File: src/rtl/life_engine.sv
// Game-of-Life engine: serial row-major load, one-cycle parallel generation, indexed valid/ready dump.
// Latency: 1 compute cycle + N dump beats per generation; out_ready low freezes the dump, load_valid low stalls the load.
module life_engine #(
    parameter int ROWS  = 8,
    parameter int COLS  = 8,
    parameter int WRAP  = 0,
    parameter int GEN_W = 8,
    localparam int N     = ROWS * COLS,
    localparam int IDX_W = $clog2(N),
    localparam int CNT_W = $clog2(N + 1)
) (
    input  logic             clock,
    input  logic             reset,
    input  logic             load_start,
    input  logic             load_valid,
    input  logic             load_bit,
    output logic             load_ready,
    input  logic             step,
    input  logic             run,
    output logic             out_valid,
    input  logic             out_ready,
    output logic             out_bit,
    output logic [IDX_W-1:0] out_idx,
    output logic [GEN_W-1:0] gen_count,
    output logic [CNT_W-1:0] live_count,
    output logic             stable,
    output logic             busy,
    output logic             done
);
    typedef enum logic [1:0] {IDLE, LOAD, COMPUTE, DUMP} state_t;

    localparam logic [IDX_W-1:0] LAST = IDX_W'(N - 1);

    state_t           state, state_nxt;
    logic [N-1:0]     grid, grid_nxt;
    logic [IDX_W-1:0] load_idx;
    logic [CNT_W-1:0] acc;
    logic             accept, fire, last_load, last_out;
    int               nr, nc;
    logic             in_grid;
    logic [3:0]       nbr;

    assign load_ready = (state == LOAD);
    assign out_valid  = (state == DUMP);
    assign busy       = (state != IDLE);
    assign out_bit    = grid[out_idx];
    assign accept     = load_valid & load_ready;
    assign fire       = out_valid & out_ready;
    assign last_load  = (load_idx == LAST);
    assign last_out   = (out_idx == LAST);

    always_ff @(posedge clock) begin
        if (reset) state <= IDLE;
        else       state <= state_nxt;
    end

    always_comb begin
        state_nxt = state;
        case (state)
            IDLE: begin
                if (load_start)      state_nxt = LOAD;
                else if (step | run) state_nxt = COMPUTE;
            end
            LOAD:    if (accept && last_load) state_nxt = IDLE;
            COMPUTE: state_nxt = DUMP;
            DUMP: begin
                if (fire && last_out) state_nxt = (run && !stable) ? COMPUTE : IDLE;
            end
            default: state_nxt = IDLE;
        endcase
    end

    // Neighbour count per cell; off-grid neighbours are dead unless the grid wraps.
    always_comb begin
        grid_nxt = '0;
        nr       = 0;
        nc       = 0;
        in_grid  = 1'b0;
        nbr      = '0;
        for (int r = 0; r < ROWS; r++) begin
            for (int c = 0; c < COLS; c++) begin
                nbr = '0;
                for (int dr = -1; dr <= 1; dr++) begin
                    for (int dc = -1; dc <= 1; dc++) begin
                        if (dr != 0 || dc != 0) begin
                            nr = r + dr;
                            nc = c + dc;
                            if (WRAP != 0) begin
                                nr      = (nr + ROWS) % ROWS;
                                nc      = (nc + COLS) % COLS;
                                in_grid = 1'b1;
                            end else begin
                                in_grid = (nr >= 0) && (nr < ROWS) && (nc >= 0) && (nc < COLS);
                            end
                            if (in_grid && grid[IDX_W'(nr * COLS + nc)]) nbr = nbr + 4'd1;
                        end
                    end
                end
                grid_nxt[IDX_W'(r * COLS + c)] = (nbr == 4'd3) ||
                                                 ((nbr == 4'd2) && grid[IDX_W'(r * COLS + c)]);
            end
        end
    end

    always_ff @(posedge clock) begin
        if (reset) begin
            grid       <= '0;
            gen_count  <= '0;
            live_count <= '0;
            out_idx    <= '0;
            load_idx   <= '0;
            acc        <= '0;
            stable     <= 1'b0;
            done       <= 1'b0;
        end else begin
            done <= 1'b0;
            case (state)
                IDLE: if (load_start) load_idx <= '0;
                LOAD: begin
                    if (accept) begin
                        grid[load_idx] <= load_bit;
                        load_idx       <= load_idx + IDX_W'(1);
                        if (last_load) begin
                            gen_count <= '0;
                            stable    <= 1'b0;
                        end
                    end
                end
                COMPUTE: begin
                    grid      <= grid_nxt;
                    stable    <= (grid_nxt == grid);
                    gen_count <= gen_count + GEN_W'(1);
                    out_idx   <= '0;
                    acc       <= '0;
                end
                DUMP: begin
                    if (fire) begin
                        acc <= acc + CNT_W'(out_bit);
                        if (last_out) begin
                            live_count <= acc + CNT_W'(out_bit);
                            done       <= !(run && !stable);
                        end else begin
                            out_idx <= out_idx + IDX_W'(1);
                        end
                    end
                end
                default: ;
            endcase
        end
    end
endmodule

File: config.mk
export PLATFORM = sky130hd
export DESIGN_NAME = life_engine
export DESIGN_NICKNAME = d
export VERILOG_FILES = /design/src/rtl/life_engine.sv
export SDC_FILE = /design/constraint.sdc
export NUM_CORES = 1
export LEC_CHECK = 0
export CORE_ASPECT_RATIO = 0.6
export CORE_MARGIN = 2
export CORE_UTILIZATION = 32
export CTS_CLUSTER_DIAMETER = 200
export CTS_CLUSTER_SIZE = 8
export DETAILED_ROUTE_END_ITERATION = 16
export PLACE_DENSITY = 0.44
export SETUP_SLACK_MARGIN = 0.05
export SLEW_MARGIN = 20
export SYNTH_ARGS = -nofsm -noshare
export SYNTH_HDL_FRONTEND = slang
export SYNTH_SLANG_ARGS = --single-unit
File: constraint.sdc
create_clock -name clock -period 7.7 [get_ports clock]
set_input_delay 1.925 -clock clock [delete_from_list [all_inputs] [get_ports clock]]
set_output_delay 1.925 -clock clock [all_outputs]
set_load 0.05 [all_outputs]
Yosys cells after proc, flatten, opt, wreduce, memory -nomap -nowiden
Index checks and enable logic that the tools add are counted.
Storage, ports and cells
  input bits: 8
  logic and storage cells: 526
  register bits: 102
  output and inout bits: 27
Operators by class
  $add $sub $neg: 146
  multiplexer cells: 201
  reduce and logical (&&, ||, !) cells: 83
  equal/unequal tests: 78
  $lt $le $gt $ge: 3
  bitwise gates (word level): 6
Operator list (number)
  4-bit 2-to-1 mux: 153
  4-bit by 1-bit adder with 4-bit output, second input constant: 121
  4-bit by 2-bit == test with 1-bit output, second input constant: 64
  64-bit one-hot mux with 2 select lines: 1
  64-bit bitwise mux: 1
  32-bit by 64-bit == test with 1-bit output: 1
  64-bit 2-to-1 mux: 1
  1-bit by 1-bit adder with 2-bit output, second input constant: 21
  1-bit logical AND: 36
  1-bit logical OR: 32
  1-bit 2-to-1 mux: 25
  6-bit 2-to-1 mux: 4
  6-bit one-hot mux with 2 select lines: 2
  8-bit 2-to-1 mux: 2
  8-bit one-hot mux with 2 select lines: 1
  3-bit AND reduction: 5
  6-bit by 7-bit < comparator with 1-bit output, second input constant: 2
  7-bit one-hot mux with 2 select lines: 1
  6-bit by 1-bit adder with 6-bit output, second input constant: 2
  6-bit == test, second input constant: 2
  2-bit 2-to-1 mux: 5
  2-bit by 1-bit inequality test with 1-bit output, second input constant: 5
  8-bit by 1-bit adder with 8-bit output, second input constant: 1
  2-bit one-hot mux with 4 select lines: 1
  other kinds (18): 28

Logic depth before layout (Yosys ltp)
Gate-level depths: netlist of run 1.
  word-level depth: 20
  gate-level depth with buffers: 30
  depth with buffers taken out: 27

Worst setup path before layout of run 1
No wires, ideal clock.
  path kind: reg-to-reg
  from: reg grid[9]
  to: reg stable
  path buffers: 4
  slack: 2.060 ns
  cell stages (with the launch flop): 31
  period minus slack after synthesis: 5.640 ns
  data required time: 7.581 ns
  arrival: 5.521 ns
  library setup time: 0.119 ns
  path through: dfxtp_1 -> buf_2 -> buf_2 -> buf_2 -> inv_1 -> ha_1 -> clkbuf_1 -> xor2_1 -> ha_1 -> nand2b_1 -> o21a_1 -> ha_1 -> mux2_2 -> ha_1 -> inv_1 -> a32oi_1 -> nand2_1 -> inv_1 -> ha_1 -> a22o_1 -> ha_1 -> nor2b_1 -> nand3_1 -> a211oi_1 -> nor2_1 -> a32oi_1 -> o211ai_1 -> o32a_1 -> and4_1 -> nand4_1 -> o21ai_1
On the way
  cells in the longest elaborated chain, start to end: 20
  elaborated cells on any way between the ends: 92
  classes of those cells: add/sub: 24; eq/ne: 17; mux: 33; reduce/logical: 18
RTL lines
  start: declaration: line 35  | logic [N-1:0] grid, grid_nxt;
  start signal: indexed assignment: line 121  | grid[load_idx] <= load_bit;
  start signal: assignment: line 130  | grid <= grid_nxt;
  1-bit 2-to-1 mux: line 95  | if (in_grid && grid[IDX_W'(nr * COLS + nc)]) nbr = nbr + 4'd1;
  1-bit by 1-bit adder with 2-bit output: line 95
  4-bit 2-to-1 mux: line 95
  4-bit by 1-bit adder with 4-bit output: line 95
  4-bit 2-to-1 mux: line 95
  4-bit by 1-bit adder with 4-bit output: line 95
  4-bit 2-to-1 mux: line 95
  4-bit by 1-bit adder with 4-bit output: line 95
  (+4 left out)
  4-bit 2-to-1 mux: line 95
  4-bit by 1-bit adder with 4-bit output: line 95
  4-bit 2-to-1 mux: line 95
  4-bit by 2-bit == test with 1-bit output: line 100  | ((nbr == 4'd2) && grid[IDX_W'(r * COLS + c)]);
  1-bit logical AND: line 100
  1-bit logical OR: line 99  | grid_nxt[IDX_W'(r * COLS + c)] = (nbr == 4'd3) ||
  32-bit by 64-bit == test with 1-bit output (*): line 131  | stable <= (grid_nxt == grid);
  1-bit one-hot mux with 2 select lines (*): line 117  | case (state)
  end signal: assignment: line 131
  end: declaration: line 26  | output logic stable,
Mark *: on every way between the ends. The rest lies on a longest branch, timed or not.
A chain may end at the register's enable or synchronous reset.

Worst setup path in the final report of run 1
  from: reg grid[5]
  to: reg stable
Same word-level chain as after synthesis.

==> impl_metrics.toml, run 1 <==
[status]
status = "completed"

[logic_synthesis]
yosysSeqAreaShare_pct = 12.7
synth_top_area_share_pct = 12.7
ys_ff_latch = 102
synth_cell_types = 99
syn_area_sq_mm = 0.0161
yosys_warnings = 0
synth-edff-count = 0
yosysTopAreaCell = "dfxtp_1"
async_flop_share_pct = 0
synth_top_cells_by_area = "dfxtp_1, ha_1, xnor2_1"
syn_area_per_cell_sq_um = 7.67
yosys_most_used_dff = "dfxtp_1"
synth_nets = 2266
syn_inst = 2099

[timing]
max_slew_margin_pct = 26.0
final.setup.tns_ns = 0
whs_ns = 0.478
finalSetupViolCount = 0
rsz0062_at_grt = "false"
fmax_mhz = 163
final.setup_skew_ns = 0.0134
fin_crit_ns = 6.15
hold_viol = 0
fin_crit_sh_pct = 79.9
fin_ws_ns = 1.55
drv_slew = 0
tightestPinTransition_ns = 1.11

[die]
die_w_microns = 294
io_pins = 35
initial_core_util_pct = 32.5
die_h_microns = 178
coreArea_sq_mm = 0.0495
die-area_sq_mm = 0.0522
std_cell_rows = 63

[pwr]
pwr_density_cell_mw_per_mm2 = 234
ir_worst_vdd_mv = 0.143
p_leak_nw = 6.97

[finish]
layout_commonest_cell = "nand2_1"
multi_input_area_sq_mm = 0.0130
fillers = 5134
layout-drive-gt1-share_pct = 8.33
area_growth_pct = 7.07
nNetsFinal = 2191
seq_area_sq_mm = 0.00204
antennaDiodeCount = 0
final_cell_mix = "nand2_1, a21oi_1, ha_1"

[clock_network]
post_cts_buffers = 0
numCtsBuffers = 9
cts-resized-gates = 0
clock_latency_ns = 0.39
cts_hold_buffers = 0
cts_max_level = 3
clk_pin_slew_ns = 0.09
clockBufferDepth = 2
cts_tree = "built"
clock-root-buffer = "clkbuf_16"
cts_sinks = 102

[drt]
vias_per_cell = 5.75
drtIter0Drc = 1250
post-route-drc-count = 0
routed_wl_mm = 56.4
vias = 15400
ant_nets = 0
routedWlPerCell_microns = 21.0
first_pass_iters = 5

[global_routing]
first_global_vias = 14200
grt_max_degree = 59
grt_pass1_wl_mm = 87.0
antenna_found_initial = 3
grt_overflow = 0
grt_usage_pct = 21.5

[critical_path]
arrival_ns = 6.47
crit_required_ns = 8.02
path_class = "flip-flop to flip-flop"
startpoint_type = "flip-flop"
end_kind = "flip-flop"
crit_fanout = 17

[place]
gp_congestion = 0.912
io_buffers = 34
place_ws_ns = 1.59
dp_hpwl_mm = 41.6

[worst_hold_path]
hold_path_class = "flip-flop to flip-flop"

[job]
maxCapViolations = 0
## power breakdown
part	internal [W]	switching [W]	leakage, nW
clock	0.000236	0.000275	0.151
combinational	0.00108	0.00180	6.00
sequential	0.000565	0.0000849	0.824
## layout make-up
type / count / area share [%]
multi-input cells: 1742 / 75.7
flip-flops and latches: 102 / 11.9
well taps: 650 / 4.72
repair buffers: 81 / 3.99
inverters: 88 / 1.92
clock buffers: 9 / 1.31
clock inverters: 7 / 0.501
## cell usage after synthesis (all sizes together), types with 9 or more instances
cell type	count
xor3	10
o211ai	16
a31oi	17
ha	159
xnor2	120
and3	31
dfxtp	102
a311oi	19
clkbuf	98
buf	69
and2	35
nand3	97
nor3b	17
nand4	27
xor2	78
o311ai	10
xnor3	24
nand2	247
o21ai	95
inv	83
or2	18
mux4	34
nor2	142
and4	9
o21a	10
o31ai	18
nor2b	26
mux2i	14
a21oi	160
nor4	19
nand2b	27
mux2	16
nor3	45
a211oi	22
o311a	16
## registers in the layout, summed over array words and instances (netlist names)
signal      cells
done            1
stable          1
gen_count       8
state           2
live_count      7
out_idx         6
load_idx        6
grid           64
acc             7
## final timing paths
kind	from	slack, ns	to	depth (start not counted)
hold / removal	live_count[0]	0.48	live_count[0]	2
setup reg to reg	grid[5]	1.55	stable	25
hold reg to reg	live_count[0]	0.48	live_count[0]	2
setup / recovery	grid[5]	1.55	stable	25
## stage by stage
step | std cells | area [sq um] | utilization (%) | power (W)
floorplan | 2099 | 16100 | - | 0.00278
global placement | 2663 | 16900 | 34.2 | 0.00345
detailed placement | 2663 | 16900 | 34.2 | 0.00350
CTS | 2679 | 17200 | 34.8 | 0.00403
global route | 2679 | 17200 | 34.8 | 0.00440
finish | 2679 | 17200 | 34.8 | 0.00404
## kinds of logic after synthesis
kind of cell / share of synthesized area [%]
flops: 12.7
xor+xnor: 16.4
fa+ha+maj: 12.4
buf+inv: 6.51
mux: 6.75
simple gates: 24.1
compound gates: 21.1
## worst max-delay path: stages, from the launching register on
cell	delay, ns
dfxtp_1	0.78
inv_1	0.33
ha_1	0.43
xnor2_1	0.29
inv_1	0.08
ha_1	0.29
nor2b_1	0.22
nor2_1	0.07
ha_1	0.29
nand2_1	0.05
o31ai_1	0.13
ha_1	0.32
o32a_1	0.21
and2_1	0.17
ha_1	0.26
and2_1	0.15
a31oi_1	0.23
inv_2	0.08
ha_1	0.21
xnor2_1	0.13
a31o_1	0.26
a311oi_1	0.38
nand4_1	0.16
nor4_2	0.27
nand4_1	0.14
o21ai_1	0.14
## layer usage
| layer | vias to the layer above | global-route usage, % | wire length, microns |
|---|---|---|---|
| met3 | 49 | 4.05 | 3710 |
| met5 | - | 0 | 0 |
| met4 | 0 | 3.87 | 803 |
| met1 | 7436 | 34.0 | 30400 |
| met2 | 454 | 29.5 | 21400 |
| li1 | 7467 | - | - |
Power figures use the tool's default switching activity.
==> run 2: changes to the inputs <==
==> constraint.sdc (replaced) <==
create_clock -name clock -period 6.1 [get_ports clock]
set_input_delay 1.525 -clock clock [delete_from_list [all_inputs] [get_ports clock]]
set_output_delay 1.525 -clock clock [all_outputs]
set_load 0.05 [all_outputs]
==> impl_metrics.toml, run 2 (same netlist as run 1, synthesis figures left out) <==
[finish]
nNetsFinal = 2212
layout_commonest_cell = "nand2_1"
largest_reg_flops = 64
area_growth_pct = 8.08
final_cell_mix = "nand2_1, a21oi_1, ha_1"
top_regs = "grid: 64 flops, gen_count: 8 flops"
antennaDiodeCount = 0
largest_register = "grid"
layout-drive-gt1-share_pct = 9.27

[drt]
routedWlPerCell_microns = 21.1
wl_met2_mm = 22.0
first_pass_iters = 7
routed_wl_mm = 56.8
vias = 15600
ant_nets = 0
post-route-drc-count = 0
dr.max_layer_used = "met5"
drtIter0Drc = 1478
wl_met1_mm = 30.0
route.met3.wl_mm = 4.38
vias_per_cell = 5.76

[clock_network]
cts_tree = "built"
post_cts_buffers = 0
clk_pin_slew_ns = 0.09
numCtsBuffers = 9
cts_max_level = 3
clockBufferDepth = 2
cts_hold_buffers = 0
clock-root-buffer = "clkbuf_16"
clock_latency_ns = 0.38
cts_sinks = 102

[critical_path]
reg2reg_slack_ns = 0.54
timing.rr.start = "grid[3]"
path_class = "flip-flop to flip-flop"
end_kind = "flip-flop"
startpoint_type = "flip-flop"
arrival_ns = 5.79
crit_required_ns = 6.33
r2r-end = "grid[12]"
crit_fanout = 5
rr_worst_depth = 21

[timing]
fmax_mhz = 180
final.setup_skew_ns = 0.0104
rsz0062_at_grt = "false"
finalSetupViolCount = 0
fin_crit_ns = 5.56
final.setup.tns_ns = 0
drv_slew = 0
tightestPinTransition_ns = 1.20
max_slew_margin_pct = 19.1
hold_viol = 0
fin_crit_sh_pct = 91.1

[global_routing]
first_global_vias = 14100
grt_max_degree = 61
grt_usage_pct = 21.6
grt_overflow = 0
antenna_found_initial = 4
grt_pass1_wl_mm = 87.4

[place]
gp_congestion = 0.842
io_buffers = 34
dp_hpwl_mm = 42.1

[die]
coreArea_sq_mm = 0.0495
std_cell_rows = 63
initial_core_util_pct = 32.5
die_w_microns = 294
die-area_sq_mm = 0.0522
die_h_microns = 178
io_pins = 35

[status]
status = "completed"

[job]
maxCapViolations = 0

[worst_hold_path]
whs_path_depth = 2
holdPathEnd = "live_count[0]"
min_from = "live_count[0]"
hold_path_class = "flip-flop to flip-flop"

[pwr]
ir_worst_vdd_mv = 0.130
pwr_density_cell_mw_per_mm2 = 294
power_w = 0.00512
p_leak_nw = 7.08
run 2: changes by cell type in the layout (fill, tap and decap cells not counted), sizes merged:
| cell | previous run | this run |
|---|---|---|
| buf | 48 | 69 |
run 2: what timing repair did:
action	4_1_cts	5_1_grt
endpoints found under the hold margin	0	0
setup endpoints to repair	0	1
gates resized for setup	0	1
run 2: layout make-up:
type / instances / area, sq um
Clock inverter: 7 / 81.3
Multi-Input combinational cell: 1742 / 13100
Sequential cell: 102 / 2040
Fill cell: 5159 / 32100
Timing Repair Buffer: 102 / 846
Tap cell: 650 / 813
Inverter: 88 / 330
Clock buffer: 9 / 225
run 2: worst max-delay path, stage by stage (launching register included):
cell and delay (ns):
dfxtp_1 0.32, inv_1 0.25, ha_1 0.36, xnor2_1 0.39, inv_1 0.08, ha_1 0.30
and2_1 0.18, a21o_1 0.16, ha_1 0.32, mux2_2 0.28, ha_1 0.27, nand2_1 0.17
nand3_1 0.10, ha_1 0.28, nor2_1 0.12, a41oi_2 0.09, ha_1 0.24, and2_1 0.17
o311a_1 0.36, a21o_1 0.18, o311a_1 0.33, nor3_1 0.44
run 2: where the power goes:
part	switching (W)	leakage [nW]	internal (W)
clock network	0.000345	0.150	0.000295
logic	0.00229	6.11	0.00139
registers	0.0000834	0.824	0.000714
total	0.00272	7.08	0.00240
run 2: stage by stage:
stage	hold WS (ns)	cell area, sq um	util (%)	instances	setup WS (ns)
floorplan	0.454	16100	-	2099	0.460
global placement	0.464	17100	34.5	2684	0.592
detailed placement	0.461	17100	34.5	2684	0.559
CTS	0.475	17400	35.1	2700	0.515
global route	0.505	17400	35.1	2700	0.115
finish	0.469	17400	35.1	2700	0.544
run 2: worst max-delay path by stage:
stage                       start  endpoint  slack (ns)
after floorplan           grid[9]    stable        0.46
after global placement    grid[6]    stable        0.59
after detailed placement  grid[6]    stable        0.56
after CTS                 grid[6]    stable        0.52
after global routing      grid[6]    stable        0.12
final                     grid[3]  grid[12]        0.54
run 2: per-layer routing:
| layer | GRT usage, % | vias to the layer above |
|---|---|---|
| met3 | 4.60 | 35 |
| met5 | 0 | - |
| li1 | - | 7523 |
| met2 | 29.7 | 523 |
| met4 | 2.89 | 4 |
| met1 | 34.3 | 7470 |
